## src/rtl/ntt_pkg.sv

```systemverilog
// Shared definitions for the NTT result drain path: default geometry, the drain
// FSM state type and the lane offset helper.
package ntt_pkg;

  localparam int NTT_WIDTH     = 64;
  localparam int NTT_LANES     = 16;
  localparam int NTT_OUT_LANES = 4;

  typedef enum logic {
    ST_IDLE,
    ST_DRAIN
  } drainState_e;

  // Bit offset of a lane inside a packed lane vector, lane 0 in the LSBs.
  function automatic int laneLo(input int lane, input int width);
    return lane * width;
  endfunction

endpackage

```

## src/rtl/ntt_blk_pingpong.sv

```systemverilog
// Two-slot block store with write/read pointers and occupancy; the slot under
// the read pointer is the block being drained, the other is the next one.
module ntt_blk_pingpong
  import ntt_pkg::*;
#(
  parameter int P_BLK_W = NTT_WIDTH * NTT_LANES
) (
  input  logic               clk,
  input  logic               rst,
  input  logic               wrEn_i,
  input  logic [P_BLK_W-1:0] wrData_i,
  input  logic               rdDone_i,
  output logic [P_BLK_W-1:0] rdData_o,
  output logic [P_BLK_W-1:0] rdNextData_o,
  output logic [1:0]         occ_o,
  output logic               ready_o
);

  logic [P_BLK_W-1:0] slot_q [2];
  logic               wp_q;
  logic               rp_q;
  logic [1:0]         occ_q;
  logic [1:0]         occ_d;
  logic               ready_q;

  // A simultaneous write and retire leaves occupancy unchanged.
  always_comb begin
    occ_d = occ_q;
    if (wrEn_i && !rdDone_i) begin
      occ_d = occ_q + 2'd1;
    end else if (!wrEn_i && rdDone_i) begin
      occ_d = occ_q - 2'd1;
    end
  end

  always_ff @(posedge clk) begin
    if (rst) begin
      slot_q[0] <= '0;
      slot_q[1] <= '0;
      wp_q      <= 1'b0;
      rp_q      <= 1'b0;
      occ_q     <= 2'd0;
      ready_q   <= 1'b1;
    end else begin
      if (wrEn_i) begin
        slot_q[wp_q] <= wrData_i;
        wp_q         <= ~wp_q;
      end
      if (rdDone_i) begin
        rp_q <= ~rp_q;
      end
      occ_q   <= occ_d;
      ready_q <= (occ_d != 2'd2);
    end
  end

  // Ready comes from a register; masking with rst keeps it low while reset is held.
  assign ready_o      = ready_q && !rst;
  assign rdData_o     = slot_q[rp_q];
  assign rdNextData_o = slot_q[~rp_q];
  assign occ_o        = occ_q;

endmodule

```

## src/rtl/ntt_result_drain_ctrl.sv

```systemverilog
// Captures 16-lane NTT result blocks into a ping-pong buffer and drains each
// block as a sequence of narrow valid/ready beats towards the output memory.
module ntt_result_drain_ctrl
  import ntt_pkg::*;
#(
  parameter int               P_WIDTH     = NTT_WIDTH,
  parameter logic [P_WIDTH-1:0] P_ZERO    = '0,
  parameter int               P_LANES     = NTT_LANES,
  parameter int               P_OUT_LANES = NTT_OUT_LANES,
  localparam int              BEATS       = P_LANES / P_OUT_LANES,
  localparam int              IDX_W       = (BEATS > 1) ? $clog2(BEATS) : 1
) (
  input  logic                           clk,
  input  logic                           rst,
  input  logic                           blk_valid_in,
  output logic                           blk_ready_out,
  input  logic [P_LANES*P_WIDTH-1:0]     blk_data_in,
  output logic                           out_valid,
  input  logic                           out_ready,
  output logic [P_OUT_LANES*P_WIDTH-1:0] out_data,
  output logic [IDX_W-1:0]               out_beat_idx,
  output logic                           out_last,
  output logic [15:0]                    blk_cnt_out,
  output logic                           busy_out
);

  localparam int                 BLK_W     = P_LANES * P_WIDTH;
  localparam int                 OUT_W     = P_OUT_LANES * P_WIDTH;
  localparam logic [IDX_W-1:0]   LAST_BEAT = IDX_W'(BEATS - 1);
  localparam logic [OUT_W-1:0]   ZERO_BEAT = {P_OUT_LANES{P_ZERO}};

  if (P_OUT_LANES <= 0 || (P_LANES % P_OUT_LANES) != 0) begin : gBadLaneRatio
    $error("ntt_result_drain_ctrl: P_OUT_LANES must divide P_LANES");
  end

  drainState_e       state_q, state_d;
  logic [IDX_W-1:0]  beat_q, beat_d;
  logic              outValid_q, outValid_d;
  logic [OUT_W-1:0]  outData_q, outData_d;
  logic              outLast_q, outLast_d;
  logic [15:0]       blkCnt_q, blkCnt_d;
  logic              accept;
  logic              retire;
  logic [BLK_W-1:0]  curBlk;
  logic [BLK_W-1:0]  nextBlk;
  logic [1:0]        occ;
  logic              blkReady;

  function automatic logic [OUT_W-1:0] beatSlice(input logic [BLK_W-1:0] blk, input int beat);
    return blk[laneLo(beat * P_OUT_LANES, P_WIDTH) +: OUT_W];
  endfunction

  assign accept = blk_valid_in && blkReady;

  ntt_blk_pingpong #(
    .P_BLK_W (BLK_W)
  ) uPingPong (
    .clk          (clk),
    .rst          (rst),
    .wrEn_i       (accept),
    .wrData_i     (blk_data_in),
    .rdDone_i     (retire),
    .rdData_o     (curBlk),
    .rdNextData_o (nextBlk),
    .occ_o        (occ),
    .ready_o      (blkReady)
  );

  // Beat sequencer: outputs are loaded one cycle ahead so they leave registers.
  // On the final beat the next block is chained straight in when it is already buffered.
  always_comb begin
    state_d    = state_q;
    beat_d     = beat_q;
    outValid_d = outValid_q;
    outData_d  = outData_q;
    outLast_d  = outLast_q;
    blkCnt_d   = blkCnt_q;
    retire     = 1'b0;
    unique case (state_q)
      ST_IDLE: begin
        if (occ != 2'd0) begin
          state_d    = ST_DRAIN;
          outValid_d = 1'b1;
          beat_d     = '0;
          outData_d  = beatSlice(curBlk, 0);
          outLast_d  = (BEATS == 1);
        end
      end
      ST_DRAIN: begin
        if (outValid_q && out_ready) begin
          if (beat_q == LAST_BEAT) begin
            retire   = 1'b1;
            blkCnt_d = blkCnt_q + 16'd1;
            beat_d   = '0;
            if (occ == 2'd2) begin
              outData_d = beatSlice(nextBlk, 0);
              outLast_d = (BEATS == 1);
            end else begin
              state_d    = ST_IDLE;
              outValid_d = 1'b0;
              outData_d  = ZERO_BEAT;
              outLast_d  = 1'b0;
            end
          end else begin
            beat_d    = beat_q + IDX_W'(1);
            outData_d = beatSlice(curBlk, int'(beat_q) + 1);
            outLast_d = ((beat_q + IDX_W'(1)) == LAST_BEAT);
          end
        end
      end
      default: state_d = ST_IDLE;
    endcase
  end

  always_ff @(posedge clk) begin
    if (rst) begin
      state_q    <= ST_IDLE;
      beat_q     <= '0;
      outValid_q <= 1'b0;
      outData_q  <= ZERO_BEAT;
      outLast_q  <= 1'b0;
      blkCnt_q   <= 16'd0;
    end else begin
      state_q    <= state_d;
      beat_q     <= beat_d;
      outValid_q <= outValid_d;
      outData_q  <= outData_d;
      outLast_q  <= outLast_d;
      blkCnt_q   <= blkCnt_d;
    end
  end

  assign blk_ready_out = blkReady;
  assign out_valid     = outValid_q;
  assign out_data      = outData_q;
  assign out_beat_idx  = beat_q;
  assign out_last      = outLast_q;
  assign blk_cnt_out   = blkCnt_q;
  assign busy_out      = (occ != 2'd0) || outValid_q;

endmodule
```

## config.mk

```make
export PLATFORM = sky130hd
export DESIGN_NAME = ntt_result_drain_ctrl
export DESIGN_NICKNAME = d
export VERILOG_FILES = /design/src/rtl/ntt_pkg.sv /design/src/rtl/ntt_blk_pingpong.sv /design/src/rtl/ntt_result_drain_ctrl.sv
export SDC_FILE = /design/constraint.sdc
export NUM_CORES = 2
export LEC_CHECK = 0
export ABC_CLOCK_PERIOD_IN_PS = 32500
export CORE_AREA = 2 2 510 512
export CTS_CLUSTER_SIZE = 8
export DETAILED_ROUTE_END_ITERATION = 8
export DIE_AREA = 0 0 512 514
export PLACE_DENSITY_LB_ADDON = 0.25
export SKIP_LAST_GASP = 1
export SLEW_MARGIN = 20
export SYNTH_ARGS = -nofsm -noshare
export SYNTH_HDL_FRONTEND = slang
export SYNTH_SLANG_ARGS = --single-unit
```

## constraint.sdc

```tcl
create_clock -name clk -period 32.5 [get_ports clk]
set_input_delay 3.25 -clock clk [delete_from_list [all_inputs] [get_ports clk]]
set_output_delay 3.25 -clock clk [all_outputs]
set_load 0.03 [all_outputs]
```

==> run_summary.xml <==
<?xml version="1.0" encoding="UTF-8"?>
<metrics>
  <group name="outcome">
    <metric name="outcome" unit="">finished clean</metric>
  </group>
  <group name="place">
    <metric name="globalplace.congestion" unit="">0.876</metric>
    <metric name="place.port_buffers" unit="">1305</metric>
    <metric name="dp_cells" unit="">12400</metric>
    <metric name="post-dp-hpwl" unit="um">210000</metric>
    <metric name="place_worst_setup_slack" unit="ns">23.21</metric>
  </group>
  <group name="yosys">
    <metric name="top_flip_flop_cell_by_instance_count_after_synthesis" unit="">sky130_fd_sc_hd__edfxtp_1</metric>
    <metric name="ys_async_sr_fraction" unit="%">0</metric>
    <metric name="ys_ff_latch" unit="">2331</metric>
    <metric name="yosys.area.top_type_share" unit="%">58.5</metric>
    <metric name="synthesis.yosys.warnings" unit="">0</metric>
    <metric name="syn-instance-count" unit="">8175</metric>
    <metric name="synthesis.nets" unit="">9208</metric>
    <metric name="ys_seq_area_share" unit="%">63.9</metric>
    <metric name="synth.top_cells.by_area" unit="">sky130_fd_sc_hd__edfxtp_1 (59%), sky130_fd_sc_hd__and2_1 (12%), sky130_fd_sc_hd__mux2i_1 (9.7%)</metric>
    <metric name="syn_area" unit="mm2">0.105</metric>
    <metric name="synth_enable_flop_cells" unit="">2048</metric>
    <metric name="post_synth_num_cell_types" unit="">49</metric>
    <metric name="synth_area_per_inst" unit="um2">12.9</metric>
    <metric name="synthDominantAreaCellType" unit="">sky130_fd_sc_hd__edfxtp_1</metric>
  </group>
  <group name="sta">
    <metric name="timing_max_transition_violations_final" unit="">0</metric>
    <metric name="hold_violations" unit="">0</metric>
    <metric name="slew-limit-headroom" unit="%">20.4</metric>
    <metric name="post-route-worst-setup-slack" unit="ns">24.27</metric>
    <metric name="finalWorstPathRequiredPeriod" unit="ns">8.23</metric>
    <metric name="grt_setup_unrepaired" unit="">false</metric>
    <metric name="finalSetupViolations" unit="">0</metric>
    <metric name="max_freq" unit="MHz">121</metric>
    <metric name="finClkSkew" unit="ns">0.0795</metric>
    <metric name="setup-tns-final" unit="ns">0</metric>
    <metric name="fraction_of_the_cycle_the_final_worst_path_needs" unit="%">25.3</metric>
    <metric name="tightest_slew" unit="ns">1.19</metric>
  </group>
  <group name="job">
    <metric name="number_of_maximum_capacitance_constraint_violations" unit="">0</metric>
  </group>
  <group name="finish">
    <metric name="fill_count" unit="">22100</metric>
    <metric name="stdcell_count" unit="">13000</metric>
    <metric name="drive_gt1_share" unit="%">7.72</metric>
    <metric name="postLayoutCoreUtil" unit="%">50.7</metric>
    <metric name="final_common_cell" unit="">sky130_fd_sc_hd__and2_1</metric>
    <metric name="final_cell_mix" unit="">sky130_fd_sc_hd__and2_1 (2050), sky130_fd_sc_hd__edfxtp_1 (2048), sky130_fd_sc_hd__clkdlybuf4s50_1 (1304)</metric>
    <metric name="flow.area_growth_from_synthesis" unit="%">24.4</metric>
    <metric name="fin_nets" unit="">10400</metric>
  </group>
  <group name="clock_network">
    <metric name="number_of_levels_in_the_clock_h_tree" unit="">5</metric>
    <metric name="cts.root.buffer_cell" unit="">sky130_fd_sc_hd__clkbuf_16</metric>
    <metric name="cts_tree" unit="">yes</metric>
    <metric name="post_cts.resized_instances" unit="">0</metric>
    <metric name="cts_buffers" unit="">342</metric>
    <metric name="clkTransAtPathRegs" unit="ns">0.05</metric>
    <metric name="worstSkewPairLatency" unit="ns">0.97</metric>
    <metric name="cts_sinks" unit="">2331</metric>
    <metric name="cts-hold-fix-buffers" unit="">0</metric>
    <metric name="postCtsSetupBuffers" unit="">0</metric>
    <metric name="clock_tree.buffer_depth" unit="">4</metric>
  </group>
  <group name="global_routing">
    <metric name="initial_antenna_violation_count" unit="">155</metric>
    <metric name="grt_util_all_layers" unit="%">24.5</metric>
    <metric name="grt_overflow" unit="">0</metric>
    <metric name="vias_in_the_first_global_route" unit="">69400</metric>
    <metric name="grt_first_pass_wirelength" unit="um">477000</metric>
    <metric name="grt_max_degree" unit="">258</metric>
  </group>
  <group name="worst_setup_path">
    <metric name="path_class" unit="">in2reg</metric>
    <metric name="crit_path_end_kind" unit="">flop</metric>
    <metric name="cp-endpoint" unit="">uPingPong.slot_q[1][449]</metric>
    <metric name="worst_setup_path_start_kind" unit="">primary input</metric>
    <metric name="r2r_cells" unit="">10</metric>
    <metric name="critPathArrivalTime" unit="ns">8.74</metric>
    <metric name="critical_path.startpoint" unit="">blk_valid_in</metric>
    <metric name="r2r-end" unit="">out_data[204]</metric>
    <metric name="path_max_fanout" unit="">130</metric>
    <metric name="worst_ep_required_time" unit="ns">33.01</metric>
    <metric name="r2r_setup_slack" unit="ns">25.82</metric>
  </group>
  <group name="pwr">
    <metric name="swShare" unit="%">23.3</metric>
    <metric name="p_seq_share" unit="%">47.7</metric>
    <metric name="vdd.ir_drop.worst" unit="mV">0.0614</metric>
    <metric name="finalPower" unit="W">0.00744</metric>
    <metric name="power.static_leakage" unit="nW">44.7</metric>
    <metric name="clockPowerShare" unit="%">43.4</metric>
    <metric name="power_density" unit="mW/mm2">56.9</metric>
    <metric name="net-switching-power" unit="W">0.00173</metric>
    <metric name="combPwrFrac" unit="%">8.9</metric>
    <metric name="cell_internal_pwr" unit="W">0.00571</metric>
  </group>
  <group name="detailed_routing">
    <metric name="post_route_antenna_net_violation_count" unit="">0</metric>
    <metric name="detail_routed_net_length_per_standard_cell" unit="um">25.7</metric>
    <metric name="dr_total_vias" unit="">69700</metric>
    <metric name="drt-initial-drc-count" unit="">5701</metric>
    <metric name="routed_via_density" unit="">5.35</metric>
    <metric name="routed_wirelength" unit="um">335000</metric>
    <metric name="detail_route.first_pass.iterations" unit="">6</metric>
    <metric name="drc" unit="">0</metric>
  </group>
  <group name="floorplan">
    <metric name="core_region_area" unit="mm2">0.258</metric>
    <metric name="initial_utilization" unit="%">40.7</metric>
    <metric name="die_area" unit="mm2">0.263</metric>
    <metric name="num_rows" unit="">187</metric>
    <metric name="io_pins" unit="">1306</metric>
    <metric name="die_width" unit="um">512</metric>
    <metric name="vert_die_dim" unit="um">514</metric>
  </group>
  <group name="min_path">
    <metric name="hold_path.class" unit="">reg2reg</metric>
  </group>
</metrics>
## power groups by stage
stage | Sequential, W | Combinational (W) | Clock (W)
4_1_cts | 0.00355 | 0.000670 | 0.00329
6_report | 0.00355 | 0.000664 | 0.00323
2_1_floorplan | 0.00377 | 0.000274 | 0
3_3_place_gp | 0.00359 | 0.000658 | 0
3_5_place_dp | 0.00360 | 0.000667 | 0
5_1_grt | 0.00356 | 0.000712 | 0.00341
## cell usage after synthesis (4+ instances only)
library cell,number
sky130_fd_sc_hd__a21oi_1,10
sky130_fd_sc_hd__and2_1,2050
sky130_fd_sc_hd__buf_1,23
sky130_fd_sc_hd__buf_2,164
sky130_fd_sc_hd__buf_4,9
sky130_fd_sc_hd__clkbuf_1,405
sky130_fd_sc_hd__dfxtp_1,283
sky130_fd_sc_hd__edfxtp_1,2048
sky130_fd_sc_hd__ha_1,5
sky130_fd_sc_hd__inv_1,4
sky130_fd_sc_hd__mux2_2,256
sky130_fd_sc_hd__mux2i_1,1022
sky130_fd_sc_hd__nand2_1,267
sky130_fd_sc_hd__nand3_1,8
sky130_fd_sc_hd__nand4_1,4
sky130_fd_sc_hd__nor2_1,275
sky130_fd_sc_hd__nor3_1,259
sky130_fd_sc_hd__o21ai_0,644
sky130_fd_sc_hd__o21ai_1,124
sky130_fd_sc_hd__o22ai_1,256
sky130_fd_sc_hd__xnor2_1,9
sky130_fd_sc_hd__xor2_1,5
## registers in the layout, summed over array words and instances (netlist names), 2 cells and up, named ones only
register	cells
out_beat_idx	2
blk_cnt_out	16
uPingPong.occ_o	2
uPingPong.slot_q	2048
out_data	256
## metal layers
layer | up-vias | GRT usage [%] | routed length (um)
li1 | 31800 | - | -
met1 | 34700 | 29.4 | 130000
met2 | 2361 | 40.3 | 161000
met3 | 648 | 8.02 | 28800
met4 | 160 | 10.6 | 13700
met5 | - | 0 | 1030
## worst min path at each step
stage                    from             end  slack [ns]  cells after the start
2_1_floorplan  uPingPong.wp_q  uPingPong.wp_q        0.48                      2
3_3_place_gp    out_data[125]   out_data[125]        0.43                      2
3_5_place_dp    out_data[162]   out_data[162]        0.44                      2
4_1_cts         out_data[162]   out_data[162]        0.45                      2
5_1_grt         out_data[160]   out_data[160]        0.47                      2
6_report        out_data[162]   out_data[162]        0.44                      2
## logic make-up (layout without fill, tap and decap cells)
group           Yosys count  after routing  share of synthesized area, %
mux                    1279           1279                          12.5
xor+xnor                 14             14                         0.117
compound gates         1044           1044                          5.31
simple gates           2894           2894                          15.7
flops                  2331           2331                          63.9
fa+ha+maj                 5              5                        0.0595
buf+inv                 608           1978                          2.42
other cells               0             74                             0
## area by class of cell
class,instances,area [um2],area share [%]
well taps,3402,4260,3.26
clock inverters,14,176,0.135
flip-flops and latches,2331,67200,51.4
repair buffers,1407,14100,10.8
inverters,4,15.0,0.0115
diodes,74,185,0.142
clock buffers,553,9420,7.21
multi-input cells,5236,35400,27.1
## worst max-delay path, cell delays in order
cell and delay, ns:
sky130_fd_sc_hd__clkdlybuf4s50_1 0.65, sky130_fd_sc_hd__nand3b_4 0.21, sky130_fd_sc_hd__nor2_4 0.42, sky130_fd_sc_hd__or2_4 0.80, sky130_fd_sc_hd__buf_4 0.81, sky130_fd_sc_hd__buf_12 0.52, sky130_fd_sc_hd__buf_4 0.76, sky130_fd_sc_hd__buf_4 0.92
## stage by stage
| stage | cell area, um2 | hold slack (ns) |
|---|---|---|
| floorplan | 105000 | 0.483 |
| global placement | 121000 | 0.435 |
| detailed placement | 121000 | 0.441 |
| CTS | 130000 | 0.447 |
| global route | 131000 | 0.467 |
| finish | 131000 | 0.445 |
Note: power is estimated with default switching activity, not from simulation.
